`src/rtl/softex_fp_glob_argminmax.sv`:
```
// softex_fp_glob_argminmax
//   Multi-channel running min/max tracker with argmin/argmax. NUM_CH
//   independent accumulators, each with its own mode and element counter.
//   One registered valid/ready output stage (accept -> valid_o is 1 cycle).
//
//   FPFORMAT: 0=FP32 1=FP64 2=FP16 3=FP8(e5m2) 4=BF16.
//   operation_i: 0 = MAX, 1 = MIN.
//   Optional macro SOFTEX_ARGMINMAX_NAN_PROP_EN: a strobed NaN lane turns the
//   channel sticky qNaN. Without it NaN lanes are treated as unstrobed.
//
//   Ports
//     clk_i, rst_ni          clock, async active-low reset
//     clear_i                sync clear of all channels and the output stage
//     enable_i               global enable (0 freezes state, ready_o=0)
//     ch_clear_i/operation_i reinit channel ch_i, load its mode
//     valid_i/ready_o        input handshake; ch_i, strb_i, vect_i, last_i
//     valid_o/ready_i        output handshake; ch_o, cur/new_minmax_o,
//                            new_flg_o, arg_o, last_o

module softex_fp_glob_argminmax_lane #(
  parameter int unsigned EXP_BITS = 5,
  parameter int unsigned MAN_BITS = 10
) (
  input  logic [EXP_BITS+MAN_BITS:0] val_i,
  output logic                       nan_o,
  output logic [EXP_BITS+MAN_BITS:0] key_o
);
  localparam int unsigned W = 1 + EXP_BITS + MAN_BITS;

  // key_o orders like an unsigned integer; -0 folds onto +0 so they tie
  always_comb begin
    nan_o = (&val_i[W-2:MAN_BITS]) & (|val_i[MAN_BITS-1:0]);
    if (~|val_i[W-2:0])  key_o = {1'b1, {(W-1){1'b0}}};
    else if (val_i[W-1]) key_o = ~val_i;
    else                 key_o = {1'b1, val_i[W-2:0]};
  end
endmodule

module softex_fp_glob_argminmax #(
  parameter int unsigned FPFORMAT   = 2,
  parameter int unsigned VECT_WIDTH = 4,
  parameter int unsigned NUM_CH     = 4,
  parameter int unsigned IDX_WIDTH  = 16,
  localparam int unsigned EXP_BITS  = (FPFORMAT == 1) ? 11 :
                                      (FPFORMAT == 2 || FPFORMAT == 3) ? 5 : 8,
  localparam int unsigned MAN_BITS  = (FPFORMAT == 0) ? 23 : (FPFORMAT == 1) ? 52 :
                                      (FPFORMAT == 2) ? 10 : (FPFORMAT == 3) ? 2 : 7,
  localparam int unsigned WIDTH     = 1 + EXP_BITS + MAN_BITS,
  localparam int unsigned CH_W      = (NUM_CH > 1) ? $clog2(NUM_CH) : 1
) (
  input  logic                                clk_i,
  input  logic                                rst_ni,
  input  logic                                clear_i,
  input  logic                                enable_i,
  input  logic                                ch_clear_i,
  input  logic                                operation_i,
  input  logic                                valid_i,
  output logic                                ready_o,
  input  logic [CH_W-1:0]                     ch_i,
  input  logic [VECT_WIDTH-1:0]               strb_i,
  input  logic [VECT_WIDTH-1:0][WIDTH-1:0]    vect_i,
  input  logic                                last_i,
  output logic                                valid_o,
  input  logic                                ready_i,
  output logic [CH_W-1:0]                     ch_o,
  output logic [WIDTH-1:0]                    cur_minmax_o,
  output logic [WIDTH-1:0]                    new_minmax_o,
  output logic                                new_flg_o,
  output logic [IDX_WIDTH-1:0]                arg_o,
  output logic                                last_o
);
  localparam logic MODE_MAX = 1'b0;
  localparam int unsigned LW = (VECT_WIDTH > 1) ? $clog2(VECT_WIDTH) : 1;

  function automatic logic [WIDTH-1:0] inf_val(logic min);
    return {~min, {EXP_BITS{1'b1}}, {MAN_BITS{1'b0}}};
  endfunction

  function automatic logic [IDX_WIDTH-1:0] sat_add(logic [IDX_WIDTH-1:0] a,
                                                   logic [IDX_WIDTH:0]   b);
    logic [IDX_WIDTH+1:0] s;
    s = {2'b00, a} + {1'b0, b};
    return (|s[IDX_WIDTH+1:IDX_WIDTH]) ? {IDX_WIDTH{1'b1}} : s[IDX_WIDTH-1:0];
  endfunction

  // per-channel state
  logic [NUM_CH-1:0][WIDTH-1:0]     acc_q;
  logic [NUM_CH-1:0][IDX_WIDTH-1:0] arg_q, base_q;
  logic [NUM_CH-1:0]                mode_q, empty_q;

  // output stage
  logic                 vld_q, flg_q, last_q;
  logic [CH_W-1:0]      ch_q;
  logic [WIDTH-1:0]     cur_q, new_q;
  logic [IDX_WIDTH-1:0] oarg_q;

  logic ch_ok, accept, beat, chc_hit;
  assign ready_o = enable_i & ~clear_i & (~vld_q | ready_i);
  assign accept  = valid_i & ready_o;
  assign ch_ok   = 32'(ch_i) < NUM_CH;
  assign beat    = accept & ch_ok;
  assign chc_hit = enable_i & ~clear_i & ch_clear_i & ch_ok;

  // selected channel, after a same-cycle ch_clear_i has been applied
  logic                 mode_s, empty_s, mode_e, empty_e;
  logic [WIDTH-1:0]     acc_s, acc_e;
  logic [IDX_WIDTH-1:0] arg_s, base_s, arg_e, base_e;

  always_comb begin
    mode_s  = MODE_MAX;
    empty_s = 1'b1;
    acc_s   = '0;
    arg_s   = '0;
    base_s  = '0;
    for (int c = 0; c < NUM_CH; c++) begin
      if (ch_i == CH_W'(c)) begin
        mode_s  = mode_q[c];
        empty_s = empty_q[c];
        acc_s   = acc_q[c];
        arg_s   = arg_q[c];
        base_s  = base_q[c];
      end
    end
    mode_e  = chc_hit ? operation_i : mode_s;
    empty_e = chc_hit | empty_s;
    acc_e   = empty_e ? inf_val(mode_e) : acc_s;
    arg_e   = chc_hit ? '0 : arg_s;
    base_e  = chc_hit ? '0 : base_s;
  end

  // lane decode; slot VECT_WIDTH decodes the accumulator itself
  logic [VECT_WIDTH:0][WIDTH-1:0] dec_val, dec_key;
  logic [VECT_WIDTH:0]            dec_nan;
  assign dec_val = {acc_e, vect_i};

  for (genvar l = 0; l <= VECT_WIDTH; l++) begin : g_lane
    softex_fp_glob_argminmax_lane #(.EXP_BITS(EXP_BITS), .MAN_BITS(MAN_BITS)) u_lane (
      .val_i (dec_val[l]),
      .nan_o (dec_nan[l]),
      .key_o (dec_key[l])
    );
  end

  // Reduction seeded with the accumulator: a lane wins only if strictly
  // better than everything before it, so ties keep the older arg and then
  // the lower lane.
  logic                 red_vld, red_acc;
  logic [WIDTH-1:0]     red_key, red_val, new_acc;
  logic [LW-1:0]        red_lane;
  logic [IDX_WIDTH-1:0] new_arg, base_nxt;
  logic                 new_flg;

  always_comb begin
    red_vld  = ~dec_nan[VECT_WIDTH];
    red_key  = dec_key[VECT_WIDTH];
    red_val  = acc_e;
    red_lane = '0;
    red_acc  = 1'b1;
    for (int l = 0; l < VECT_WIDTH; l++) begin
      if (strb_i[l] & ~dec_nan[l] &
          (~red_vld | (mode_e ? (dec_key[l] < red_key) : (dec_key[l] > red_key)))) begin
        red_vld  = 1'b1;
        red_key  = dec_key[l];
        red_val  = vect_i[l];
        red_lane = LW'(l);
        red_acc  = 1'b0;
      end
    end
    new_flg = ~red_acc;
    new_acc = red_val;
    new_arg = red_acc ? arg_e : sat_add(base_e, (IDX_WIDTH+1)'(red_lane));
`ifdef SOFTEX_ARGMINMAX_NAN_PROP_EN
    begin
      logic          nan_any;
      logic [LW-1:0] nan_lane;
      nan_any  = 1'b0;
      nan_lane = '0;
      for (int l = VECT_WIDTH - 1; l >= 0; l--) begin
        if (strb_i[l] & dec_nan[l]) begin
          nan_any  = 1'b1;
          nan_lane = LW'(l);
        end
      end
      // accumulator can only hold NaN once sticky
      if (dec_nan[VECT_WIDTH]) begin
        new_flg = 1'b0;
        new_acc = acc_e;
        new_arg = arg_e;
      end else if (nan_any) begin
        new_flg = 1'b1;
        new_acc = {1'b0, {EXP_BITS{1'b1}}, 1'b1, {(MAN_BITS-1){1'b0}}};
        new_arg = sat_add(base_e, (IDX_WIDTH+1)'(nan_lane));
      end
    end
`endif
    base_nxt = sat_add(base_e, (IDX_WIDTH+1)'(VECT_WIDTH));
  end

  always_ff @(posedge clk_i or negedge rst_ni) begin
    if (!rst_ni) begin
      acc_q   <= {NUM_CH{inf_val(MODE_MAX)}};
      arg_q   <= '0;
      base_q  <= '0;
      mode_q  <= {NUM_CH{MODE_MAX}};
      empty_q <= '1;
    end else if (clear_i) begin
      acc_q   <= {NUM_CH{inf_val(MODE_MAX)}};
      arg_q   <= '0;
      base_q  <= '0;
      mode_q  <= {NUM_CH{MODE_MAX}};
      empty_q <= '1;
    end else if (enable_i) begin
      for (int c = 0; c < NUM_CH; c++) begin
        if ((beat & last_i) | (chc_hit & ~beat)) begin
          // row finished or explicit clear: back to init in the chosen mode
          if (ch_i == CH_W'(c)) begin
            acc_q[c]   <= inf_val(mode_e);
            arg_q[c]   <= '0;
            base_q[c]  <= '0;
            mode_q[c]  <= mode_e;
            empty_q[c] <= 1'b1;
          end
        end else if (beat && ch_i == CH_W'(c)) begin
          acc_q[c]   <= new_acc;
          arg_q[c]   <= new_arg;
          base_q[c]  <= base_nxt;
          mode_q[c]  <= mode_e;
          empty_q[c] <= 1'b0;
        end
      end
    end
  end

  always_ff @(posedge clk_i or negedge rst_ni) begin
    if (!rst_ni) begin
      vld_q  <= 1'b0;
      ch_q   <= '0;
      cur_q  <= '0;
      new_q  <= '0;
      oarg_q <= '0;
      flg_q  <= 1'b0;
      last_q <= 1'b0;
    end else if (clear_i) begin
      vld_q <= 1'b0;
    end else if (enable_i) begin
      if (beat) begin
        vld_q  <= 1'b1;
        ch_q   <= ch_i;
        cur_q  <= acc_e;
        new_q  <= new_acc;
        oarg_q <= new_arg;
        flg_q  <= new_flg;
        last_q <= last_i;
      end else if (ready_i) begin
        vld_q <= 1'b0;
      end
    end
  end

  assign valid_o      = vld_q;
  assign ch_o         = ch_q;
  assign cur_minmax_o = cur_q;
  assign new_minmax_o = new_q;
  assign arg_o        = oarg_q;
  assign new_flg_o    = flg_q;
  assign last_o       = last_q;
endmodule

```
`config.mk`:
```
export PLATFORM = sky130hd
export DESIGN_NAME = softex_fp_glob_argminmax
export DESIGN_NICKNAME = d
export VERILOG_FILES = /design/src/rtl/softex_fp_glob_argminmax.sv
export SDC_FILE = /design/constraint.sdc
export NUM_CORES = 1
export LEC_CHECK = 0
export BUFFER_PORTS_ARGS = -buffer_cell sky130_fd_sc_hd__buf_2
export CORE_MARGIN = 2
export CORE_UTILIZATION = 35
export DETAILED_ROUTE_END_ITERATION = 16
export SETUP_SLACK_MARGIN = 0.15
export SLEW_MARGIN = 30
export SYNTH_ARGS = -nofsm -noshare
export SYNTH_HDL_FRONTEND = slang
export SYNTH_SLANG_ARGS = --single-unit
```
`constraint.sdc`:
```
create_clock -name clk_i -period 11.83 [get_ports clk_i]
set_input_delay 1.183 -clock clk_i [delete_from_list [all_inputs] [get_ports clk_i]]
set_output_delay 1.183 -clock clk_i [all_outputs]
set_load 0.01 [all_outputs]
```
* Yosys cells after proc, flatten, opt, wreduce, memory -nomap -nowiden *
Index checks and enable logic that the tools add are counted.

word-level totals
  register bits = 253
  input port bits = 79
  logic and storage cells = 250

operators by class
  add/subtract/negate cells = 2
  magnitude comparators = 8
  equality and inequality tests = 7
  muxes and demuxes = 128
  bitwise logic cells = 44
  reductions and logical operators = 34

operators with widths
  kind                                                   number
  two-way mux 16 bit                                     67
  two-way mux 64 bit                                     6
  inverter 16 bit                                        5
  OR reduction 15 bit                                    5
  greater-than comparator 16 bit                         4
  < comparator 16 bit                                    4
  OR reduction 10 bit                                    5
  two-way mux 1 bit                                      49
  AND reduction 5 bit                                    5
  AND 1 bit                                              19
  adder 16 x 2 -> 17 bit                                 1
  adder 16 x 3 -> 17 bit, second input constant          1
  two-way mux 4 bit                                      4
  AND reduction 3 bit                                    5
  nonzero test 3 bit                                     5
  inverter 1 bit                                         13
  inequality test 3 x 2 -> 1 bit, second input constant  4
  bitwise OR 1 bit                                       7
  == test 2 bit, second input constant                   2
  logical AND 1 bit                                      4
  two-way mux 2 bit                                      2
  OR reduction 2 bit                                     2
  == test 2 x 1 -> 1 bit, second input constant          1
  zero test 2 bit                                        1
  other kinds (2)                                        2

* Longest topological paths before layout *
  depth after elaboration = 39
  mapped depth = 59

* Hierarchy *
A second synthesis with hierarchy kept.

second synthesis, totals
  cells, all modules = 1677
  area, all modules = 15974.1 sq um

by module, submodules not included
  module                         instances  cells each  area an instance (sq um)
  softex_fp_glob_argminmax       1          1462        14441.4
  softex_fp_glob_argminmax_lane  5          43          306.5

* Least setup slack after synthesis *
OpenSTA, ideal clock, no wires.

  path type = input port to flip-flop
  start point = input port ch_i[0]
  end point = register oarg_q[7], in the netlist arg_o[7]
  data arrival time = 13616 ps
  required time = 11705 ps
  path slack = -1911 ps
  stages on the path = 55
  buffers on the path = 10
  cells stage by stage = buf_6 buf_12 buf_2 buf_2 mux4_2 a21oi_1 xor2_1 nand2_1 ha_1 a21oi_1 nand2_1 a221o_1 or4_1 o211a_1 nor2_2 buf_2 mux2i_1 inv_1 [... 19 more ...] o21a_1 ha_1 nand4_1 or3_1 a311oi_1 nor2_1 a221o_1 nand3_1 clkbuf_1 o21ai_0 ha_1 inv_1 fa_1 clkbuf_1 nor2_1 a21oi_1 mux2i_4 mux2_2

between the ends
  cells in the longest elaborated chain, start to end = 35

RTL lines
  element                                                                  line  RTL
  start: declaration                                                       59    input logic [CH_W-1:0] ch_i,
  branches (longest 34 deep; another with greater-than comparator 16 bit)  -
  two-way mux 16 bit (*)                                                   171   new_arg = red_acc ? arg_e : sat_add(base_e, (IDX_WIDTH+1)'(red_lane));
  end signal: assignment                                                   251   oarg_q <= new_arg;
  end: declaration                                                         95    logic [IDX_WIDTH-1:0] oarg_q;

Mark *: on every way between the ends.
A chain may end at the register's enable or synchronous reset.

* Worst setup path in the final report *
  start point = input port ch_i[0]
  end point = register oarg_q[3], in the netlist arg_o[3]

Same word-level chain as after synthesis.

==> summary.md <==
The layout cell share with drive strength beyond 1 is 0.328, and the worst slew margin relative to its limit is 0.302. A synthesized cell averages 9.23 um^2. The via count of the first global-routing pass is 14300, and the cell count after synthesis is 1724. After detailed routing, no signal wire sits above met4. Met2 layer wire length in the routed design: 26800 um. In this run the vertical extent of the chip is 217 um. For this run, design rule violations remaining after detail routing come to 0.

The worst setup path is captured at a register. The tools report the insertion delay of the later-clocked pin in the worst-skew pair as 0.58 ns. After floorplanning, the core was divided into 78 placement rows.

The actual transition at the worst max-transition pin was 1.04 ns. The most used flip-flop cell after synthesis is sky130_fd_sc_hd__dfrtp_1. Sum of met3 wire segment lengths after detailed routing: 2640 um. Setup violations remaining at the end of the flow were counted as 0. The area of all placed cells without fillers was 20500 um^2. The post-synthesis sequential area ratio is 0.400.

Based on the critical path, the design can be clocked at up to 85.4 MHz. The run gives 253 as the number of clock sinks. Data on the critical path is required at its endpoint by 12.35 ns. The tools report the pin count of the biggest net entering global routing as 93.

The static leakage power came out at 9.58 nW. The cell at the slowest stage of the critical path was sky130_fd_sc_hd__mux4_1. The count of input and output buffers is 132. Setup repair after global routing could not meet its margin everywhere. The dominant delay contributor by cell family on the critical path was compound AO/OA/AOI/OAI gates. The worst path in the final design needs a cycle of 11.71 ns, including I/O delays and setup. The cell seen most often among critical-path stages was sky130_fd_sc_hd__a221o_1. The instance area after placement was 18800 um^2; the worst clock skew was 0.0187 ns. The number of distinct library cells after synthesis is 75, and the wire length of the first global-routing pass is 84300 um.

The proportion of register bits with asynchronous set or reset after synthesis was 1.00. The starting DRC count in detailed routing came out at 1097. The flow ran to the end, and the final reports show no timing, DRC or antenna violations. The number of placed instances with taps included is 2563. The core region is 45100 um^2. Global routing finished with a remaining overflow of 0.

After synthesis the netlist holds a flip-flop and latch count of 253. Setup slack after placement: -1.12 ns. The wire-length estimate of the detail-placed layout is 40200 um. The die is 217 um wide. The finished layout holds 2645 standard cells, fillers aside.

The worst setup path is of the in -> reg kind. The mapped netlist covers 15900 um^2. The design draws 3.76 mW.

The final core utilization is 0.456, and the delay of the slowest cell on the worst path is 0.59 ns. Of all nets on the critical path, the largest fanout is 8. The clock root buffer was sky130_fd_sc_hd__clkbuf_16. Counting every net in the synthesized netlist gives 1871. 0 antenna diodes ended up in the layout.

The run gives 0 as the final count of hold timing violations. The number of max-cap violations is 0. On the final layout, the worst hold slack is 0.461 ns.

For this run, the post-layout net count is 2170. The run gives 0.963 as the global placer's final weighted congestion. The worst setup path is launched from an input port. Overall track demand over capacity in global routing: 0.231. The initial standard-cell utilization of the core is 0.353, and the clock transition time at the flip-flop clock pins of the worst setup and hold paths is 0.06 ns. The run gives 0 as the number of antenna violations at the first check in global routing. TritonCTS built the clock tree. The worst path meets setup with 0.122 ns of slack. In the final timing run, aggregate negative setup slack is 0 ns. The part of the cycle the worst path needs is 0.990, and the number of I/O pins is 133. The mean routed wirelength per cell is 20.9 um, and the number of pins with negative max-slew slack in the final report is 0. The overall die area was 47200 um^2; the sum of routed wire segments on met1 was 23400 um.

In this run, CTS created clock tree buffers numbering 28. The critical path buffer and inverter count was 9; the data arrival time of the critical path was 12.23 ns. Hold repair after CTS inserted 0 buffers. The number of optimization iterations in the first detailed-route pass is 5, and the overall routed net length is 55300 um. The Yosys step of the flow raised 0 warnings. No sink is reached through more buffers than the 3 on the longest clock path. The count of nets left with antenna violations once routing finished came out at 0. The worst supply voltage drop on vdd came out at 0.128 mV. The tightest min-delay check is of the reg -> reg type.

Across all layers, the routed design uses 14300 vias. The count of H-tree levels built during CTS was 1. The power per cell area came out at 183 nW/um^2. After detailed routing, the number of vias per cell comes to 5.42. The growth of design area from synthesis to finish was 29.1%; the number of enable flip-flop cells after synthesis was 0.
power by group:
group / leakage (nW) / switching, mW / internal (mW) / total, mW
clock: 0.455 / 0.366 / 0.510 / 0.876
sequential: 3.34 / 0.0717 / 1.02 / 1.09
combinational: 5.79 / 0.970 / 0.827 / 1.80
total: 9.58 / 1.41 / 2.36 / 3.76
what timing repair did:
action                                  CTS  global route
resized for setup                        35           123
endpoints found under the setup margin   88           154
gates cloned                              0             3
buffers inserted                          8            19
pin swaps                                12            41
endpoints found under the hold margin     0             0
layout make-up:
type,count,area [um^2]
fill,4333,24500
timing repair buffer,374,2650
tap,600,751
sequential,253,6370
multi-input combinational,1342,9740
inverter,24,90.1
clock inverter,10,111
clock buffer,42,833
routing by layer:
metal,vias to the layer above,global-route usage
met5,-,0
met3,113,0.0299
met2,406,0.391
met1,7140,0.297
li1,6678,-
met4,0,0.0968
path summary, 6_finish.rpt:
| check | from | endpoint | slack [ns] | depth (start not counted) |
|---|---|---|---|---|
| worst max register to register | acc_q[0] | arg_o[3] | 0.52 | 55 |
| max in group asynchronous | rst_ni | new_minmax_o[2] | 9.33 | 3 |
| worst min-delay path | base_q[52] | base_q[52] | 0.46 | 2 |
| worst max-delay path | ch_i[0] | arg_o[3] | 0.12 | 54 |
| worst min register to register | base_q[52] | base_q[52] | 0.46 | 2 |
| min in group asynchronous | rst_ni | arg_o[0] | 0.59 | 1 |
cells by family after synthesis:
logic type,after synthesis,share of synthesized area
adder cells (fa/ha/maj),68,0.0539
buffers and inverters,130,0.0343
flip-flops,253,0.400
multiplexers,106,0.116
AND/OR/NAND/NOR,710,0.194
XOR/XNOR,91,0.0501
AO/OA/AOI/OAI,366,0.152
flip-flops by register name (all words and copies together), names as in the netlist:
register / flops
mode_q: 4
arg_o: 16
new_minmax_o: 16
cur_minmax_o: 16
new_flg_o: 1
last_o: 1
arg_q: 64
base_q: 64
valid_o: 1
acc_q: 64
empty_q: 4
ch_o: 2
synthesized netlist by cell type, types with 8 or more instances:
cell                         n  area (um^2)
sky130_fd_sc_hd__inv_1      24         90.1
sky130_fd_sc_hd__clkbuf_1   81          304
sky130_fd_sc_hd__a21oi_1    51          255
sky130_fd_sc_hd__nor2_1    173          649
sky130_fd_sc_hd__mux2i_4     8          180
sky130_fd_sc_hd__ha_1       67          838
sky130_fd_sc_hd__a22o_1     32          280
sky130_fd_sc_hd__o21a_1     19          143
sky130_fd_sc_hd__and2_1     17          106
sky130_fd_sc_hd__mux2i_1    21          210
sky130_fd_sc_hd__mux4_1     13          342
sky130_fd_sc_hd__o21ai_0   139          696
sky130_fd_sc_hd__xnor2_1    62          543
sky130_fd_sc_hd__buf_1      13         48.8
sky130_fd_sc_hd__nand2_1   371         1390
sky130_fd_sc_hd__nand3_1    35          175
sky130_fd_sc_hd__nor4_1      8         50.1
sky130_fd_sc_hd__and3_1     14         87.6
sky130_fd_sc_hd__a21o_1     32          240
sky130_fd_sc_hd__mux2_2     28          315
sky130_fd_sc_hd__dfstp_2    28          736
sky130_fd_sc_hd__xor2_1     29          254
sky130_fd_sc_hd__dfrtp_1   225         5630
sky130_fd_sc_hd__mux4_2     35          788
sky130_fd_sc_hd__buf_2       8         40.0
sky130_fd_sc_hd__nand2b_1   11         68.8
sky130_fd_sc_hd__nand4_1    16          100
sky130_fd_sc_hd__a221oi_1   10         87.6
sky130_fd_sc_hd__nor3_1     21          105
worst register-to-register path, delay by kind of cell, from the launching register on:
kind / cells / cell delay (ns)
AO/OA/AOI/OAI: 19 / 3.99
AND/OR/NAND/NOR: 17 / 3.15
adder cells (fa/ha/maj): 6 / 1.54
multiplexers: 4 / 1.16
buffers and inverters: 9 / 1.04
flip-flops: 1 / 0.39
cell usage in the layout, fill, tap and decap left out, types with 10 or more instances in the layout:
cell type | netlist | routed
sky130_fd_sc_hd__a21o_1 | 32 | 32
sky130_fd_sc_hd__a21oi_1 | 51 | 43
sky130_fd_sc_hd__a22o_1 | 32 | 32
sky130_fd_sc_hd__and2_1 | 17 | 17
sky130_fd_sc_hd__and3_1 | 14 | 12
sky130_fd_sc_hd__buf_2 | 8 | 129
sky130_fd_sc_hd__buf_4 | 0 | 224
sky130_fd_sc_hd__buf_6 | 2 | 11
sky130_fd_sc_hd__clkbuf_16 | 0 | 30
sky130_fd_sc_hd__dfrtp_1 | 225 | 225
sky130_fd_sc_hd__dfstp_2 | 28 | 28
sky130_fd_sc_hd__ha_1 | 67 | 57
sky130_fd_sc_hd__ha_4 | 0 | 10
sky130_fd_sc_hd__inv_1 | 24 | 20
sky130_fd_sc_hd__mux2_2 | 28 | 16
sky130_fd_sc_hd__mux2_4 | 1 | 13
sky130_fd_sc_hd__mux2i_1 | 21 | 17
sky130_fd_sc_hd__mux4_2 | 35 | 40
sky130_fd_sc_hd__nand2_1 | 371 | 366
sky130_fd_sc_hd__nand2b_1 | 11 | 11
sky130_fd_sc_hd__nand3_1 | 35 | 33
sky130_fd_sc_hd__nand4_1 | 16 | 16
sky130_fd_sc_hd__nor2_1 | 173 | 140
sky130_fd_sc_hd__nor2_2 | 2 | 21
sky130_fd_sc_hd__nor2_4 | 0 | 15
sky130_fd_sc_hd__nor3_1 | 21 | 20
sky130_fd_sc_hd__o21a_1 | 19 | 19
sky130_fd_sc_hd__o21ai_0 | 139 | 94
sky130_fd_sc_hd__o21ai_1 | 3 | 21
sky130_fd_sc_hd__o21ai_2 | 5 | 28
sky130_fd_sc_hd__xnor2_1 | 62 | 61
sky130_fd_sc_hd__xor2_1 | 29 | 28
Note: power is estimated with default switching activity, not from simulation.
